==> src/rtl/branch_flush_ctrl.sv <==
// branch_flush_ctrl: commits the head branch and, on a mispredict, sequences
// flush -> discard report -> fetch redirect before issue resumes.
`default_nettype none

module branch_flush_ctrl #(
  parameter int ADDR_WIDTH        = 14,
  parameter int COMMIT_RING_WIDTH = 4,
  parameter int FLUSH_CYCLES      = 2
) (
  input  logic                         clk,
  input  logic                         reset,
  input  logic                         b_valid,
  output logic                         b_ready,
  input  logic                         b_resolved,
  input  logic                         b_taken,
  input  logic                         b_pred,
  input  logic [ADDR_WIDTH-1:0]        b_target,
  input  logic [ADDR_WIDTH-1:0]        b_fallthrough,
  input  logic [COMMIT_RING_WIDTH-1:0] in_count,
  output logic                         flush,
  output logic                         issue_stall,
  output logic                         discard_valid,
  output logic [COMMIT_RING_WIDTH-1:0] discard_in,
  output logic                         redirect_valid,
  input  logic                         redirect_ready,
  output logic [ADDR_WIDTH-1:0]        redirect_pc,
  output logic [31:0]                  mispredict_cnt
);

  typedef enum logic [1:0] {
    IDLE     = 2'd0,
    FLUSH    = 2'd1,
    REDIRECT = 2'd2
  } state_t;

  localparam int CW = $clog2(FLUSH_CYCLES + 1);
  localparam logic [CW-1:0] FLUSH_LOAD = CW'(FLUSH_CYCLES - 1);

  state_t                       state, state_next;
  logic [CW-1:0]                flush_cnt;
  logic [ADDR_WIDTH-1:0]        pc_q;
  logic [COMMIT_RING_WIDTH-1:0] discard_q;
  logic                         discard_pulse_q;
  logic [31:0]                  cnt_q;
  logic                         mispredict;

  always_comb begin
    state_next = state;
    b_ready    = 1'b0;
    mispredict = 1'b0;
    case (state)
      IDLE: begin
        b_ready = b_valid && b_resolved && !reset;
        if (b_ready && (b_taken != b_pred)) begin
          mispredict = 1'b1;
          state_next = FLUSH;
        end
      end
      FLUSH: begin
        if (flush_cnt == '0) state_next = REDIRECT;
      end
      REDIRECT: begin
        if (redirect_ready) state_next = IDLE;
      end
      default: state_next = IDLE;
    endcase
  end

  always_ff @(posedge clk) begin
    if (reset) begin
      state           <= IDLE;
      flush_cnt       <= '0;
      pc_q            <= '0;
      discard_q       <= '0;
      discard_pulse_q <= 1'b0;
      cnt_q           <= '0;
    end else begin
      state           <= state_next;
      discard_pulse_q <= mispredict;
      if (mispredict) begin
        pc_q      <= b_taken ? b_target : b_fallthrough;
        discard_q <= in_count;
        flush_cnt <= FLUSH_LOAD;
        if (cnt_q != 32'hFFFF_FFFF) cnt_q <= cnt_q + 32'd1;
      end else if (state == FLUSH && flush_cnt != '0) begin
        flush_cnt <= flush_cnt - 1'b1;
      end
    end
  end

  // All front-end controls are decoded from registered state only.
  assign flush          = (state == FLUSH);
  assign issue_stall    = (state != IDLE);
  assign redirect_valid = (state == REDIRECT);
  assign redirect_pc    = pc_q;
  assign discard_valid  = discard_pulse_q;
  assign discard_in     = discard_q;
  assign mispredict_cnt = cnt_q;

endmodule

`default_nettype wire

==> config.mk <==
export PLATFORM = sky130hd
export DESIGN_NAME = branch_flush_ctrl
export DESIGN_NICKNAME = d
export VERILOG_FILES = /design/src/rtl/branch_flush_ctrl.sv
export SDC_FILE = /design/constraint.sdc
export NUM_CORES = 1
export LEC_CHECK = 0
export ABC_AREA = 1
export ABC_CLOCK_PERIOD_IN_PS = 4410
export CAP_MARGIN = 20
export CORE_MARGIN = 2
export CORE_UTILIZATION = 28
export CTS_CLUSTER_SIZE = 25
export DETAILED_ROUTE_END_ITERATION = 10
export GPL_TIMING_DRIVEN = 0
export PLACE_DENSITY = 0.55
export SLEW_MARGIN = 20
export SYNTH_ARGS = -nofsm -noshare
export SYNTH_HDL_FRONTEND = slang
export SYNTH_SLANG_ARGS = --single-unit
==> constraint.sdc <==
create_clock -name clk -period 4.41 [get_ports clk]
set_input_delay 0.6615 -clock clk [delete_from_list [all_inputs] [get_ports clk]]
set_output_delay 0.6615 -clock clk [all_outputs]
set_load 0.1 [all_outputs]
==> After elaboration in Yosys (flattened, before gate mapping) <==
Index checks and enable logic that the tools add are counted.
{ "totals": {"reg_bits": 55, "output_inout_bits": 55, "in_bits": 39, "elab_cells": 39} }
{ "op_classes": {"eq_ne": 7, "muxes": 10, "n_addsub": 2, "n_reduce_logical": 13} }
{ "ops": {"columns": ["cell", "count"], "rows": [
  ["32-bit by 1-bit adder with 32-bit output (second input constant)", 1],
  ["32-bit != test (second input constant)", 1],
  ["14-bit 2-to-1 mux", 1],
  ["2-bit 2-to-1 mux", 3],
  ["2-bit case mux with 3 select lines", 1],
  ["2-bit nonzero test", 3],
  ["1-bit 2-to-1 mux", 5],
  ["1-bit logical AND", 4],
  ["2-bit logical NOT", 2],
  ["2-bit by 1-bit != test with 1-bit output (second input constant)", 2],
  ["3-bit AND reduction", 1],
  ["2-bit by 1-bit equality test with 1-bit output (second input constant)", 1],
  ["2-bit equality test (second input constant)", 1],
  ["2-bit != test (second input constant)", 1],
  ["2-bit AND reduction", 1],
  ["2-bit OR reduction", 1],
  ["2-bit by 1-bit subtractor with 2-bit output (second input constant)", 1],
  ["1-bit logical NOT", 1],
  ["1-bit != test", 1]
]} }

==> Logic depth before layout (Yosys ltp) <==
Gate-level depths: netlist of the first run.
{ "logic_depth": {"ltp_word": 6, "mapped_depth": 10, "mapped_depth_nobuf": 10} }

==> Worst setup path after synthesis of the first run <==
No wires, ideal clock.
{ "synth_path": {"kind": "register -> register", "start": "register state[0]", "end": "register flush_cnt[1]", "setup_time_ps": 86, "path_buffers": 0, "stages_incl_launch_ff": 6, "period_less_slack_ps": 2580, "required_time_ps": 4324, "path_slack_ps": 1830, "t_arrival_ps": 2495, "cell_sequence": "dfxtp_1 > inv_1 > nor2_1 > nand2_1 > or2_2 > a211oi_1"} }
{ "synth_between": {"word_cells_on_any_way": 5, "classes_between": "1 x eq/ne; 1 x mux; 3 x reduce/logical"} }
{ "synth_rtl": {"columns": ["item", "line_no", "rtl"], "rows": [
  ["start: declaration", "39", "state_t state, state_next;"],
  ["start signal: assignment", "78", "state <= state_next;"],
  ["2-bit by 1-bit equality test with 1-bit output", null, null],
  ["via flush", "20", "output logic flush,"],
  ["1-bit logical AND", "85", "end else if (state == FLUSH && flush_cnt != '0) begin"],
  ["end signal: assignment", "86", "flush_cnt <= flush_cnt - 1'b1;"],
  ["end: declaration", "40", "logic [CW-1:0] flush_cnt;"]
]} }
The timed path passes the listed nets, and every way through them passes these cells.
A chain may end at the register's enable or synchronous reset.

==> Worst setup path after layout of the first run <==
{ "layout_path": {"start": "input reset", "end": "output b_ready"} }
{ "layout_between": {"elab_chain_len": 3} }
{ "layout_lines": {"columns": ["item", "line_no", "rtl"], "rows": [
  ["start: declaration", "11", "input logic reset,"],
  ["1-bit logical NOT", "53", "b_ready = b_valid && b_resolved && !reset;"],
  ["1-bit logical AND", "53", null],
  ["1-bit 2-to-1 mux", "51", "case (state)"],
  ["end: declaration", "13", "output logic b_ready,"]
]} }
Every way passes these cells.

==> results.yml, run 1 <==
status:
  status: "finished, final reports clean"
clocking:
  clock_latency_ps: 310
  cts_tree: "yes"
  cts_hold_buf: 0
  cts_max_level: 2
  path_clk_slew_ps: 90
  cts_resized: 0
  post_cts_buffers: 0
  cts_root_buffer: "clkbuf_8"
  cts-buffers-inserted: 5
  cts.sinks: 55
  clockBufferDepth: 2
sta:
  finalSetupViolCount: 0
  finalHoldViolCount: 0
  fin_crit_sh_pct: 73.02
  setup_tns_ps: 0
  clock_skew_ps: 5.793
  period_minus_slack_ps: 3220
  fmax_mhz: 310.6
  worst_slew_pin_slew_ps: 1008
  rsz0062_at_grt: "false"
  drv_slew: 0
  slew_headroom_pct: 32.56
global_route:
  gr-total-overflow: 0
  grt_usage_pct: 15.91
  grt_pass1_wl_um: 14700
  antenna_found_initial: 0
  grt_pass1_vias: 3149
  grt_start_max_net_pins: 17
floorplan:
  start_util_pct: 28.92
  core_area_mm2: 0.01032
  ios: 94
  rows: 37
  die_w_um: 107.3
  die-area_mm2: 0.01150
  die_h_um: 107.3
flow_run:
  timing.max_cap.violations: 0
setup_path:
  ff2ff_setup_slack_ps: 2630
  path_cells: "clkdlybuf4s50_1 > nor2_1 > nand2_1 > inv_1 > clkdlybuf4s50_1"
  cp_max_fo: 3
  reg2reg_depth: 9
  worstSetupPathType: "input port to output pin"
  critPathLaunchType: "input port"
  worst_setup_path_end_kind: "output pin"
  cp_data_arrival_time_ps: 2560
  worstPathRequired_ps: 3750
  cpMaxStageDelayCell: "clkdlybuf4s50_1"
  slowest_delay_ps: 1140
  path_common_cell: "clkdlybuf4s50_1"
detailed_routing:
  first_pass_iters: 4
  finalWirelength_um: 8715
  drc: 0
  wl_per_cell_um: 12.54
  ant_nets: 0
  drt_iter0_markers: 85
  vias: 3099
  drt-vias-per-instance: 4.459
worst_hold_path:
  min_path_type: "flip-flop to flip-flop"
  whs_path_depth: 2
synth:
  syn_avg_cell_area_um2: 6.518
  synthesis.nets: 499
  synth_area_leader_cell: "dfxtp_1"
  synth_area_leaders: "dfxtp_1 (37%), nand2_1 (15%), nor2_1 (10%)"
  yosysSeqAreaShare_pct: 36.88
  synth_seq_cells: 55
  synth.distinct_cells: 28
  synth_top_area_share_pct: 36.88
  syn_inst: 458
  ys_warn_count: 0
  netlist_area_mm2: 0.002985
finish:
  mostFrequentLayoutCells: "nand2_1 (118), clkdlybuf4s50_1 (93), nor2_1 (81), dfxtp_1 (55), nand3_1 (41)"
  area_delta_synth_final_pct: 39.73
  final_common_cell: "nand2_1"
  regArea_mm2: 0.001101
  antenna_cells: 0
  final_area_mm2: 0.004172
  finalNetCount: 599
  fill_cells: 1097
  multiInputGateArea_mm2: 0.001607
  final_layout_size_suffix_gt1_share_pct: 7.871
placed_design:
  hpwl_um: 6944
  placed_area_mm2: 0.004086
  port_buffers: 93
  place_congestion: 0.9173
power:
  cellPowerDensity_mw_per_mm2: 230.4
  p_leak_nw: 1.548
  ir_drop_mv: 0.1277
-- cell usage after synthesis --
cell type,count
inv_2,2
nor2_1,81
or2_2,1
xnor2_1,1
nor2_2,5
buf_4,3
a31oi_1,1
nand3_1,41
xor2_1,4
inv_1,38
ha_1,2
nand3_4,1
o21bai_1,1
a21oi_1,33
nand2_1,118
dfxtp_1,55
a211oi_1,1
clkinv_1,1
nor3_1,1
clkbuf_1,8
nand2_2,5
o21ai_0,28
nand4_1,6
nor2_4,2
nand3b_1,1
buf_6,5
nand3_2,10
buf_2,3
-- layer usage --
metal	part of all wire (%)	track usage, %
met1	46	19.82
met5	0	0
met3	7.3	4.722
met2	46	27.17
met4	1.0	3.247
-- final cells by class --
class	instances	share of cell area (%)
inverters	41	3.689
plain buffers	19	2.969
flip-flops and latches	55	26.39
clock buffers	6	1.740
multi-input cells	343	38.51
repair buffers	93	22.32
well taps	136	4.079
clock inverters	2	0.2999
-- sequential cells by signal, indices dropped and copies added, names as in the netlist --
signal and flops:
discard_in 4, discard_valid 1, flush_cnt 2, mispredict_cnt 32
redirect_pc 14, state 2
-- power breakdown --
group | total [mW] | internal [mW] | switching (mW)
Combinational | 0.174 | 0.0610 | 0.113
Clock | 0.276 | 0.112 | 0.165
Sequential | 0.511 | 0.506 | 0.00501
Total | 0.961 | 0.678 | 0.283
-- through the flow --
step	setup WS (ps)	hold WS, ps	utilization [%]	power (mW)	cells
floorplan	1830	448.6	-	0.6310	458
global placement	1189	460.3	39.58	0.6969	687
detailed placement	1185	467.1	39.58	0.6975	687
CTS	1173	482.9	40.41	0.9842	695
global route	1082	504.4	40.41	1.013	695
finish	1190	478.1	40.41	0.9609	695
-- kinds of logic (layout without fill, tap and decap cells) --
group                    Yosys count  in the layout  synth area share (%)
adder cells (fa/ha/maj)            2              2                0.8381
buffers and inverters             60            161                 9.304
XOR/XNOR                           5              5                 1.467
AND/OR/NAND/NOR                  272            272                 40.57
flip-flops                        55             55                 36.88
AO/OA/AOI/OAI                     64             64                 10.94
-- final timing paths --
| path | startpoint | to |
|---|---|---|
| max | reset | b_ready |
| max reg2reg | mispredict_cnt[1] | mispredict_cnt[11] |
| min reg2reg | discard_in[2] | discard_in[2] |
| min | discard_in[2] | discard_in[2] |
-- critical path, delay by kind of cell --
kind                   cells  cell delay, ps
buffers and inverters      3            1670
AND/OR/NAND/NOR            2             210
(Power assumes the default switching activity.)
==> inputs of run 2 (changes only) <==
ABC_CLOCK_PERIOD_IN_PS = 2800   (was 4410)
PLACE_DENSITY = 0.57   (was 0.55)
clock period = 2.8 ns   (was 4.41 ns; I/O delays follow)
==> run 2 against run 1 <==
Non-clock buffer count unchanged. Clock skew increased by 0.55 ps. Clock power increased by 61%. Combinational power increased by 57%. Largest cell class unchanged. First-iteration DRC count increased by 16%.
==> results.yml, run 2 (synthesis gave the netlist of run 1 again) <==
power:
  power.total_mw: 1.523
  cellPowerDensity_mw_per_mm2: 364.9
  p_leak_nw: 1.555
  ir_drop_mv: 0.1954
floorplan:
  die_h_um: 107.3
  die_w_um: 107.3
  start_util_pct: 28.92
  die-area_mm2: 0.01150
  core_area_mm2: 0.01032
  ios: 94
  rows: 37
clocking:
  path_clk_slew_ps: 100
  cts_hold_buf: 0
  cts_resized: 0
  post_cts_buffers: 0
  cts.sinks: 55
  clockBufferDepth: 2
  cts_max_level: 2
  cts_tree: "yes"
  clock_latency_ps: 310
  cts-buffers-inserted: 5
  cts_root_buffer: "clkbuf_8"
global_route:
  grt_pass1_vias: 3109
  grt_pass1_wl_um: 14550
  grt_start_max_net_pins: 18
  grt_usage_pct: 15.79
  gr-total-overflow: 0
  antenna_found_initial: 0
sta:
  rsz0062_at_grt: "false"
  setup_tns_ps: 0
  fin_ws_ps: 73.27
  fmax_mhz: 366.7
  hold_slack_ps: 474.9
  fin_crit_sh_pct: 97.38
  slew_headroom_pct: 33.01
  worst_slew_pin_slew_ps: 1002
  finalHoldViolCount: 0
  period_minus_slack_ps: 2727
  finalSetupViolCount: 0
  drv_slew: 0
  clock_skew_ps: 6.342
detailed_routing:
  drc: 0
  vias: 3188
  finalWirelength_um: 8669
  first_pass_iters: 5
  drt-vias-per-instance: 4.587
  drt_iter0_markers: 99
  wl_per_cell_um: 12.47
  ant_nets: 0
placed_design:
  hpwl_um: 6967
  pre_cts_ws_ps: 79.65
  placed_area_mm2: 0.004086
  dp_cells: 687
  port_buffers: 93
  place_congestion: 0.9155
finish:
  final_cells: 695
  final_area_mm2: 0.004174
  postLayoutCoreUtil_pct: 40.43
  mostFrequentLayoutCells: "nand2_1 (118), clkdlybuf4s50_1 (93), nor2_1 (81), dfxtp_1 (55), nand3_1 (41)"
  antenna_cells: 0
  final_common_cell: "nand2_1"
  finalNetCount: 599
  final_layout_size_suffix_gt1_share_pct: 8.050
  area_delta_synth_final_pct: 39.82
  largest_register_ffs: 32
  fill_cells: 1107
flow_run:
  timing.max_cap.violations: 0
setup_path:
  cpMaxStageDelayCell: "clkdlybuf4s50_1"
  slowest_delay_ps: 1130
  worstSetupPathType: "input port to output pin"
  worstPathRequired_ps: 2380
  cp_data_arrival_time_ps: 2310
  cp_max_fo: 2
  critPathLaunchType: "input port"
  path_cells: "clkdlybuf4s50_1 > nand2_1 > nor2_1 > nand2_1 > inv_1 > clkdlybuf4s50_1"
  worst_setup_path_end_kind: "output pin"
status:
  status: "finished, final reports clean"
worst_hold_path:
  min_path_type: "flip-flop to flip-flop"
[run 2: cell types whose count changed in the layout (fill, tap and decap cells not counted), sizes merged]
cell	previous run	this run
inv	40	41
clkbuf	14	13
clkinvlp	1	0
clkinv	2	3
[run 2: routing by layer]
layer	global-route usage [%]	vias to the layer above	part of all wire (%)
met4	3.989	0	1.3
met5	0	-	0
met1	19.16	1408	44
met3	4.298	8	7.9
li1	-	1665	-
met2	27.53	107	47
[run 2: path summary, 6_finish.rpt]
kind / start / endpoint / cells after the start / slack [ps]
worst max-delay path: b_resolved / b_ready / 6 / 70
worst min-delay path: discard_in[3] / discard_in[3] / 2 / 470
worst max register to register: mispredict_cnt[0] / mispredict_cnt[7] / 9 / 1010
worst min register to register: discard_in[3] / discard_in[3] / 2 / 470
[run 2: where the power goes]
group / total [mW] / switching [mW] / internal (mW)
clock network: 0.445 / 0.268 / 0.177
registers: 0.805 / 0.00805 / 0.797
logic: 0.274 / 0.178 / 0.0962
total: 1.52 / 0.454 / 1.07
[run 2: area by class of cell]
cell class / instances / area (um^2) / share of cell area [%]
multi-input combinational: 343 / 1607 / 38.49
inverter: 41 / 153.9 / 3.687
buffer: 19 / 123.9 / 2.968
tap: 136 / 170.2 / 4.077
clock buffer: 5 / 68.82 / 1.649
timing repair buffer: 93 / 930.9 / 22.30
sequential: 55 / 1101 / 26.38
clock inverter: 3 / 18.77 / 0.4496
[run 2: worst max-delay path, delay by kind of cell]
kind	cells	cell delay [ps]
buf+inv	3	1680
simple gates	3	210
